==> src/rtl/mult_share_pkg.sv <==
// mult_share_pkg: shared types and encodings for the multiplier-sharing scheduler.
package mult_share_pkg;

    // scheduler sequencing states
    typedef enum logic [1:0] {
        IDLE  = 2'd0,
        LOAD  = 2'd1,
        SHIFT = 2'd2,
        DONE  = 2'd3
    } state_t;

    // shift-register control encodings driven on sr_sel
    localparam logic [1:0] SR_HOLD  = 2'd0;
    localparam logic [1:0] SR_LOAD  = 2'd1;
    localparam logic [1:0] SR_SHIFT = 2'd2;

    // bit positions inside each requester's 2-bit sel field
    localparam int unsigned SEL_SQUARE = 0;
    localparam int unsigned SEL_MULT   = 1;

endpackage

==> src/rtl/mult_share_sched_rr_arbiter.sv <==
// rr_arbiter: combinational round-robin pick among N_REQ level requests.
// The search starts at i_ptr and wraps; o_win is one-hot, o_id its index.
module rr_arbiter
    import mult_share_pkg::*;
#(
    parameter int unsigned N_REQ = 2,
    parameter int unsigned IDW   = 1
) (
    input  logic [N_REQ-1:0] i_req,
    input  logic [IDW-1:0]   i_ptr,
    output logic [N_REQ-1:0] o_win,
    output logic [IDW-1:0]   o_id,
    output logic             o_any
);

    logic [IDW-1:0] w_idx;

    // first asserted request at or after i_ptr, modulo N_REQ
    always_comb begin
        o_win = '0;
        o_id  = '0;
        o_any = 1'b0;
        w_idx = '0;
        for (int unsigned k = 0; k < N_REQ; k++) begin
            w_idx = IDW'((k + 32'(i_ptr)) % N_REQ);
            if (!o_any && i_req[w_idx]) begin
                o_any        = 1'b1;
                o_win[w_idx] = 1'b1;
                o_id         = w_idx;
            end
        end
    end

endmodule

==> src/rtl/mult_share_sched.sv <==
// mult_share_sched: sequences one shared shift-and-add multiplier datapath
// between N_REQ requesters. Round-robin grant, operands latched at grant,
// bit counter drives the SHIFT phase, done pulses tagged with the served id.
// Optional macro MULT_EARLY_TERM_EN: leave SHIFT as soon as the remaining
// multiplier bits are all zero (minimum one SHIFT cycle).
module mult_share_sched
    import mult_share_pkg::*;
#(
    parameter  int unsigned W     = 8,
    parameter  int unsigned N_REQ = 2,
    localparam int unsigned IDW   = (N_REQ > 1) ? $clog2(N_REQ) : 1
) (
    input  logic                 clk,
    input  logic                 reset,
    input  logic [N_REQ-1:0]     req,
    input  logic [2*N_REQ-1:0]   sel,
    input  logic [W*N_REQ-1:0]   a_in,
    input  logic [W*N_REQ-1:0]   b_in,
    output logic [N_REQ-1:0]     gnt,
    output logic [W-1:0]         sr_din,
    output logic [1:0]           sr_sel,
    output logic                 acc_ld,
    output logic                 acc_clr,
    output logic                 done,
    output logic [IDW-1:0]       done_id
);

    localparam int unsigned CW = $clog2(W) + 1;

    state_t           r_state;
    state_t           w_state_nxt;
    logic [IDW-1:0]   r_id;
    logic [IDW-1:0]   r_ptr;
    logic [N_REQ-1:0] r_onehot;
    logic [W-1:0]     r_a;
    logic [W-1:0]     r_mplier;
    logic [CW-1:0]    r_bit_cnt;

    logic [N_REQ-1:0] w_win;
    logic [IDW-1:0]   w_win_id;
    logic             w_any;
    logic [1:0]       w_win_sel;
    logic [W-1:0]     w_win_a;
    logic [W-1:0]     w_win_b;
    logic             w_last_shift;
    logic [IDW-1:0]   w_ptr_nxt;

    rr_arbiter #(
        .N_REQ (N_REQ),
        .IDW   (IDW)
    ) u_arb (
        .i_req (req),
        .i_ptr (r_ptr),
        .o_win (w_win),
        .o_id  (w_win_id),
        .o_any (w_any)
    );

    // route the winning requester's mode and operands
    always_comb begin
        w_win_sel = '0;
        w_win_a   = '0;
        w_win_b   = '0;
        for (int unsigned j = 0; j < N_REQ; j++) begin
            if (w_win[j]) begin
                w_win_sel = sel[j*2 +: 2];
                w_win_a   = a_in[j*W +: W];
                w_win_b   = b_in[j*W +: W];
            end
        end
    end

    // end-of-SHIFT detection and round-robin pointer advance
    always_comb begin
`ifdef MULT_EARLY_TERM_EN
        w_last_shift = (r_bit_cnt == CW'(W - 1)) || ((r_mplier >> 1) == '0);
`else
        w_last_shift = (r_bit_cnt == CW'(W - 1));
`endif
        w_ptr_nxt = (r_id == IDW'(N_REQ - 1)) ? '0 : r_id + IDW'(1);
    end

    // state register plus operand, counter and pointer latches
    always_ff @(posedge clk or posedge reset) begin
        if (reset) begin
            r_state   <= IDLE;
            r_id      <= '0;
            r_ptr     <= '0;
            r_onehot  <= '0;
            r_a       <= '0;
            r_mplier  <= '0;
            r_bit_cnt <= '0;
        end else begin
            r_state <= w_state_nxt;
            case (r_state)
                IDLE: begin
                    if (w_any) begin
                        r_id     <= w_win_id;
                        r_onehot <= w_win;
                        r_a      <= w_win_a;
                        r_mplier <= w_win_sel[SEL_SQUARE] ? w_win_a : w_win_b;
                    end
                end
                LOAD: begin
                    r_bit_cnt <= '0;
                end
                SHIFT: begin
                    r_mplier  <= r_mplier >> 1;
                    r_bit_cnt <= r_bit_cnt + CW'(1);
                end
                DONE: begin
                    r_ptr <= w_ptr_nxt;
                end
                default: ;
            endcase
        end
    end

    // next state and Moore output decode
    always_comb begin
        w_state_nxt = r_state;
        gnt         = '0;
        sr_din      = '0;
        sr_sel      = SR_HOLD;
        acc_ld      = 1'b0;
        acc_clr     = 1'b0;
        done        = 1'b0;
        done_id     = '0;
        case (r_state)
            IDLE: begin
                if (w_any) begin
                    w_state_nxt = w_win_sel[SEL_MULT] ? LOAD : DONE;
                end
            end
            LOAD: begin
                gnt         = r_onehot;
                sr_din      = r_a;
                sr_sel      = SR_LOAD;
                acc_clr     = 1'b1;
                w_state_nxt = SHIFT;
            end
            SHIFT: begin
                gnt    = r_onehot;
                sr_din = r_a;
                sr_sel = SR_SHIFT;
                acc_ld = r_mplier[0];
                if (w_last_shift) begin
                    w_state_nxt = DONE;
                end
            end
            DONE: begin
                gnt         = r_onehot;
                sr_din      = r_a;
                done        = 1'b1;
                done_id     = r_id;
                w_state_nxt = IDLE;
            end
            default: w_state_nxt = IDLE;
        endcase
    end

endmodule

==> config.mk <==
export PLATFORM = sky130hd
export DESIGN_NAME = mult_share_sched
export DESIGN_NICKNAME = d
export VERILOG_FILES = /design/src/rtl/mult_share_pkg.sv /design/src/rtl/mult_share_sched_rr_arbiter.sv /design/src/rtl/mult_share_sched.sv
export SDC_FILE = /design/constraint.sdc
export NUM_CORES = 1
export LEC_CHECK = 0
export ABC_AREA = 1
export CAP_MARGIN = 30
export CORE_ASPECT_RATIO = 0.6
export CORE_MARGIN = 5
export CORE_UTILIZATION = 48
export CTS_BUF_LIST = sky130_fd_sc_hd__clkbuf_8
export CTS_CLUSTER_DIAMETER = 80
export DETAILED_ROUTE_END_ITERATION = 16
export GPL_TIMING_DRIVEN = 0
export HOLD_SLACK_MARGIN = 0.1
export PLACE_DENSITY = 0.82
export SYNTH_ARGS = -nofsm -noshare
export SYNTH_HDL_FRONTEND = slang
export SYNTH_SLANG_ARGS = --single-unit
==> constraint.sdc <==
create_clock -name clk -period 1.6 [get_ports clk]
set_input_delay 0.24 -clock clk [delete_from_list [all_inputs] [get_ports clk]]
set_output_delay 0.24 -clock clk [all_outputs]
set_load 0.01 [all_outputs]
# ---- Word level (Yosys, flattened, before mapping)
# Index checks and enable logic that the tools add are counted.
dict set report word_totals {
  in_bits 40
  register_bits 26
  output_inout_bits 16
  wordCells 68
}
dict set report classes {
  add_sub_neg 3
  reduce_logical 11
  eq_ne 6
  n_mux 36
  magnitude_cmp 4
  bitwise 1
}
# op n
set op_table {}
lappend op_table {{$mux 8} 7}
lappend op_table {{$mux 2} 8}
lappend op_table {{$pmux 8 s2} 1}
lappend op_table {{$mux 1} 15}
lappend op_table {{$pmux 2 s4} 1}
lappend op_table {{$pmux 4 s2} 1}
lappend op_table {{$reduce_and 2->1} 3}
lappend op_table {{$add 4x1->4 const B} 1}
lappend op_table {{$eq 2x2->1 const B} 2}
lappend op_table {{$eq 4x3->1 const B} 1}
lappend op_table {{$lt 1x2->1 const B} 2}
lappend op_table {{$pmux 2 s2} 1}
lappend op_table {{$reduce_bool 2->1} 2}
lappend op_table {{$logic_and 1x1->1} 3}
lappend op_table {{$reduce_or 3->1} 1}
lappend op_table {{$demux 1 s1} 2}
lappend op_table {{$eq 2x1->1 const B} 1}
lappend op_table {{$ge 1x1->1 const B} 2}
lappend op_table {{$logic_not 2->1} 1}
lappend op_table {{$ne 2x1->1 const B} 1}
lappend op_table {{$ne 2x2->1 const B} 1}
lappend op_table {{$or 2x2->2} 1}
lappend op_table {{$add 1x1->1 const A} 1}
lappend op_table {{$add 1x1->1 const B} 1}
lappend op_table {{$logic_not 1->1} 1}

# ---- Depth between registers and ports, before layout
dict set report depth {
  ltp_word 12
  ltp_mapped 9
  mapped_depth_nobuf 9
}

# ---- Modules after synthesis
# A second synthesis with hierarchy kept.
dict set report unflattened {
  cells_unflattened 241
  area_unflattened_um2 1680.4
}
# mod area_each_um2 n_inst seq_area_each_um2 cells_per_inst
set modules_own_cells {}
lappend modules_own_cells {mult_share_sched 1625.3 1 650.6 227}
lappend modules_own_cells {rr_arbiter 55.1 1 0.0 14}

# ---- Worst setup path before layout
# Ideal clock, no wire load.
dict set report synth_timing {
  kind {register -> register}
  start {register r_state[0]}
  end {register r_mplier[1]}
  arrival_time_ps 1382
  slack_ps 102
  required_ps 1484
  period_less_slack_ps 1498
  stages_incl_launch_ff 9
  path_buffers 2
  setup_ps 116
  path_cell_list {dfrtp_1 inv_1 ha_1 buf_2 o21ai_2 buf_4 nor2_1 nand2_1 nand2_1}
}
dict set report synth_via {
  elab_chain_cells 3
  word_cells_on_any_way 6
  cone_classes {eq/ne (2); mux (1); reduce/logical (3)}
}
# item line
set synth_rtl {}
lappend synth_rtl {{start: declaration} mult_share_sched.sv:30} ;# state_t r_state;
lappend synth_rtl {{start signal: assignment} mult_share_sched.sv:94} ;# r_state <= w_state_nxt;
lappend synth_rtl {{$eq 2x2->1 / $logic_not 2->1 (equally long branches)} mult_share_sched.sv:95} ;# case (r_state)
lappend synth_rtl {{$reduce_bool 2->1 (no line) / $ne 2x1->1 (equally long branches)} --}
lappend synth_rtl {{$reduce_and 2->1 (no line)} --}
lappend synth_rtl {{end signal: assignment} mult_share_sched.sv:101} ;# r_mplier <= w_win_sel[SEL_SQUARE] ? w_win_a : w_win_b;
lappend synth_rtl {{end signal: assignment} mult_share_sched.sv:108} ;# r_mplier <= r_mplier >> 1;
lappend synth_rtl {{end: declaration} mult_share_sched.sv:36} ;# logic [W-1:0] r_mplier;
# Parallel ways exist; a longest one is shown, timed or not.
# A chain may end at the register's enable or synchronous reset.

# ---- Worst setup path after layout
dict set report layout_timing {
  start {register r_state[1]}
  end {output done_id}
}
dict set report layout_via {
  elab_chain_cells 2
}
# item line
set layout_rtl {}
lappend layout_rtl {{$eq 2x2->1} mult_share_sched.sv:129} ;# case (r_state)
lappend layout_rtl {{$mux 1} mult_share_sched.sv:129}
lappend layout_rtl {{end: declaration} mult_share_sched.sv:25} ;# output logic [IDW-1:0] done_id
# No other way between the ends.

==> results.tsv <==
metric	value	unit
status	finished, final reports clean	
Synth Area in XOR/XNOR	0	%
Synth area leader	dfrtp_1	
Die Span Y	57.5	um
commonest cells in the netlist	nand2_1 (71), nand3_1 (35), nor2_1 (34)	
asr flop ratio synth	100	%
leak pwr	1.31	nW
sequential fraction of the synthesis area	36.1	%
vias in the first global route	1826	
vias per cell	5.23	
antenna diode instance count	0	
top-count cell post-synth	nand2_1	
GR Util All Layers	21.5	%
Crit-path slowest cell	dfrtp_1	
Max VDD drop	1.06	mV
CTS clk-pin slew, worst paths	0.09	ns
max-cap violations	0	
Die ar.	5130	sq um
Final GP Congestion	0.813	
Synth Area in Adders	4.16	%
cell row count	17	
layout cells sized above 1	23.0	%
grt total ovfl	0	
CP endpoint kind	output pin	
Simple-Gate Fraction of Synth Area	42.9	%
Area contributors post-synth	dfrtp_1 (36%), nand2_1 (15%), nand3_1 (9.7%)	
DR WL/cell	14.8	um
Worst path max stage delay	0.42	ns
Final Cycle Share	97.7	%
worst-margin pin slew	0.291	ns
critical path fanouts, max	3	
CP Launch Type	register	
distinct cell type count after synthesis	28	
HPWL after DPL	3860	um
Post-Syn Nets	296	
RSZ-0062 raised after global routing	true	
crit path cell chain	buf_6, buf_4, ha_4, nand2_2, inv_2, buf_6	
nets	365	
Slew Limit Fails	0	
Top FF cell, synth	dfrtp_1	
Vias	1909	
Synth Register Bits	26	
average cell area after synthesis	7.22	sq um
Crit Path Category	reg2out	
minimum clock period	1.56	ns
fin util	71.4	%
Setup Skew	0.0112	ns
Residual DRC	0	
initial antenna violation count	0	
Worst EP arrival	1.32	ns
setup_tns	0	ns
H-Tree Depth	1	
top-area cell type share of the netlist area	36.1	%
port bufs	55	
TritonCTS buffer count	3	
Power Dens Cells	1690	nW/um^2
Slew Limit Headroom	80.4	%
drt first pass iters	5	
first-pass GRT wire length	8650	um
initial core utilization	49.6	%
Detail Route Antenna Nets	0	
Area growth syn-to-layout	44.0	%
Worst-Skew Late Latency	0.28	ns
Max Freq	0.640	GHz
Critical Path RT	1.36	ns
Ports	56	
pre-CTS WS	-0.453	ns
Final Hold Fails	0	
CTS tree	yes	
initial DRC count	148	
Placeable Area	3640	sq um
Longest Clk Path Bufs	2	
final worst slack	0.0372	ns
CTS Root Cell	clkbuf_8	
Compound-Gate Fraction of Synth Area	5.62	%
mux contribution to synthesized area	0	%
Die W	89.2	um
CP most frequent cell	buf_6	
Synth Instances	250	
Total Wirelength	5410	um
number of flops mapped to enable cells by yosys	0	
synthesized area	1800	sq um
Worst Hold Class	in2async	
combinational family with the most area after synthesis	simple AND/OR/NAND/NOR gates	
Clock Sinks	26	
synth warn	0	
CTS Hold Bufs	0	
setup violators final	0	
largest net degree at the start of global routing	24	
-- kinds of logic after synthesis --
family | count (synthesis)
compound gates | 18
flops | 26
fa+ha+maj | 6
buf+inv | 37
simple gates | 163
-- final cells by class --
cell class / instances / area, sq um
Inverter: 25 / 98.8
Clock buffer: 3 / 41.3
Clock inverter: 1 / 30.0
Sequential cell: 26 / 651
Buffer: 10 / 110
Timing Repair Buffer: 66 / 599
Tap cell: 47 / 58.8
Fill cell: 294 / 1040
Multi-Input combinational cell: 187 / 1010
-- placed cells by master (no fill, tap or decap) --
| cell | count |
|---|---|
| buf_2 | 12 |
| nand3b_1 | 1 |
| dlygate4sd2_1 | 1 |
| buf_12 | 1 |
| nor2_4 | 1 |
| o21ai_4 | 1 |
| bufinv_16 | 1 |
| a21boi_1 | 1 |
| ha_2 | 1 |
| buf_6 | 10 |
| nor4_1 | 1 |
| a21oi_1 | 4 |
| inv_4 | 2 |
| nand2_2 | 6 |
| o21ai_0 | 1 |
| o21ai_1 | 8 |
| clkbuf_2 | 1 |
| inv_1 | 18 |
| inv_2 | 5 |
| nand3_1 | 35 |
| buf_4 | 10 |
| nand2_4 | 2 |
| ha_1 | 2 |
| buf_16 | 1 |
| nand3_4 | 1 |
| a31oi_1 | 2 |
| ha_4 | 3 |
| clkdlybuf4s15_1 | 1 |
| nor2_2 | 2 |
| nand3_2 | 10 |
| clkdlybuf4s50_1 | 39 |
| nor2_1 | 33 |
| clkbuf_8 | 3 |
| nand2_1 | 68 |
| a22oi_1 | 1 |
| dfrtp_1 | 26 |
| nor3_1 | 3 |
-- worst paths after layout --
check,slack (ns),to,startpoint,cells after the start
setup / recovery,0.04,done_id,r_state[1],6
hold / removal,0.16,r_bit_cnt[1],reset,2
setup reg to reg,0.07,r_bit_cnt[3],r_state[1],6
hold reg to reg,0.49,r_mplier[4],r_mplier[4],2
max in group asynchronous,1.06,r_mplier[0],reset,3
min in group clk,0.49,r_mplier[4],r_mplier[4],2
-- metal layers --
| metal | vias up | global-route usage, % | wire length (um) |
|---|---|---|---|
| met5 | - | 0 | 0 |
| met3 | 12 | 5.05 | 415 |
| li1 | 934 | - | - |
| met2 | 81 | 33.8 | 2540 |
| met1 | 882 | 29.9 | 2380 |
| met4 | 0 | 4.88 | 78 |
-- power breakdown --
part	internal (mW)	switching, mW	total, mW
combinational	1.15	1.54	2.69
clock	0.336	0.226	0.561
sequential	0.957	0.168	1.12
-- registers in the layout (all words and copies together), names as in the netlist --
register   flops
r_a            8
r_bit_cnt      4
r_ptr          1
r_mplier       8
r_id           1
r_onehot       2
r_state        2
-- timing repair --
action / 4_1_cts / 5_1_grt
endpoints found under the setup margin: 23 / 29
gates resized for setup: 69 / 18
setup buffers: 7 / 2
pin swaps: 1 / 2
gates cloned: 0 / 1
-- worst max-delay path, delay by kind of cell, from the launching register on --
| kind | cells | cell delay (ns) |
|---|---|---|
| flip-flops | 1 | 0.42 |
| buffers and inverters | 4 | 0.42 |
| AND/OR/NAND/NOR | 1 | 0.06 |
| adder cells (fa/ha/maj) | 1 | 0.15 |
-- through the flow --
stage	cells	power (mW)	hold WS [ns]	area, sq um
detailed placement	353	3.56	0.466	2440
CTS	363	4.17	0.163	2540
finish	365	4.38	0.164	2600
floorplan	250	2.65	0.280	1800
global placement	352	3.44	0.465	2410
global route	365	4.74	0.169	2600
Power figures use the tool's default switching activity.
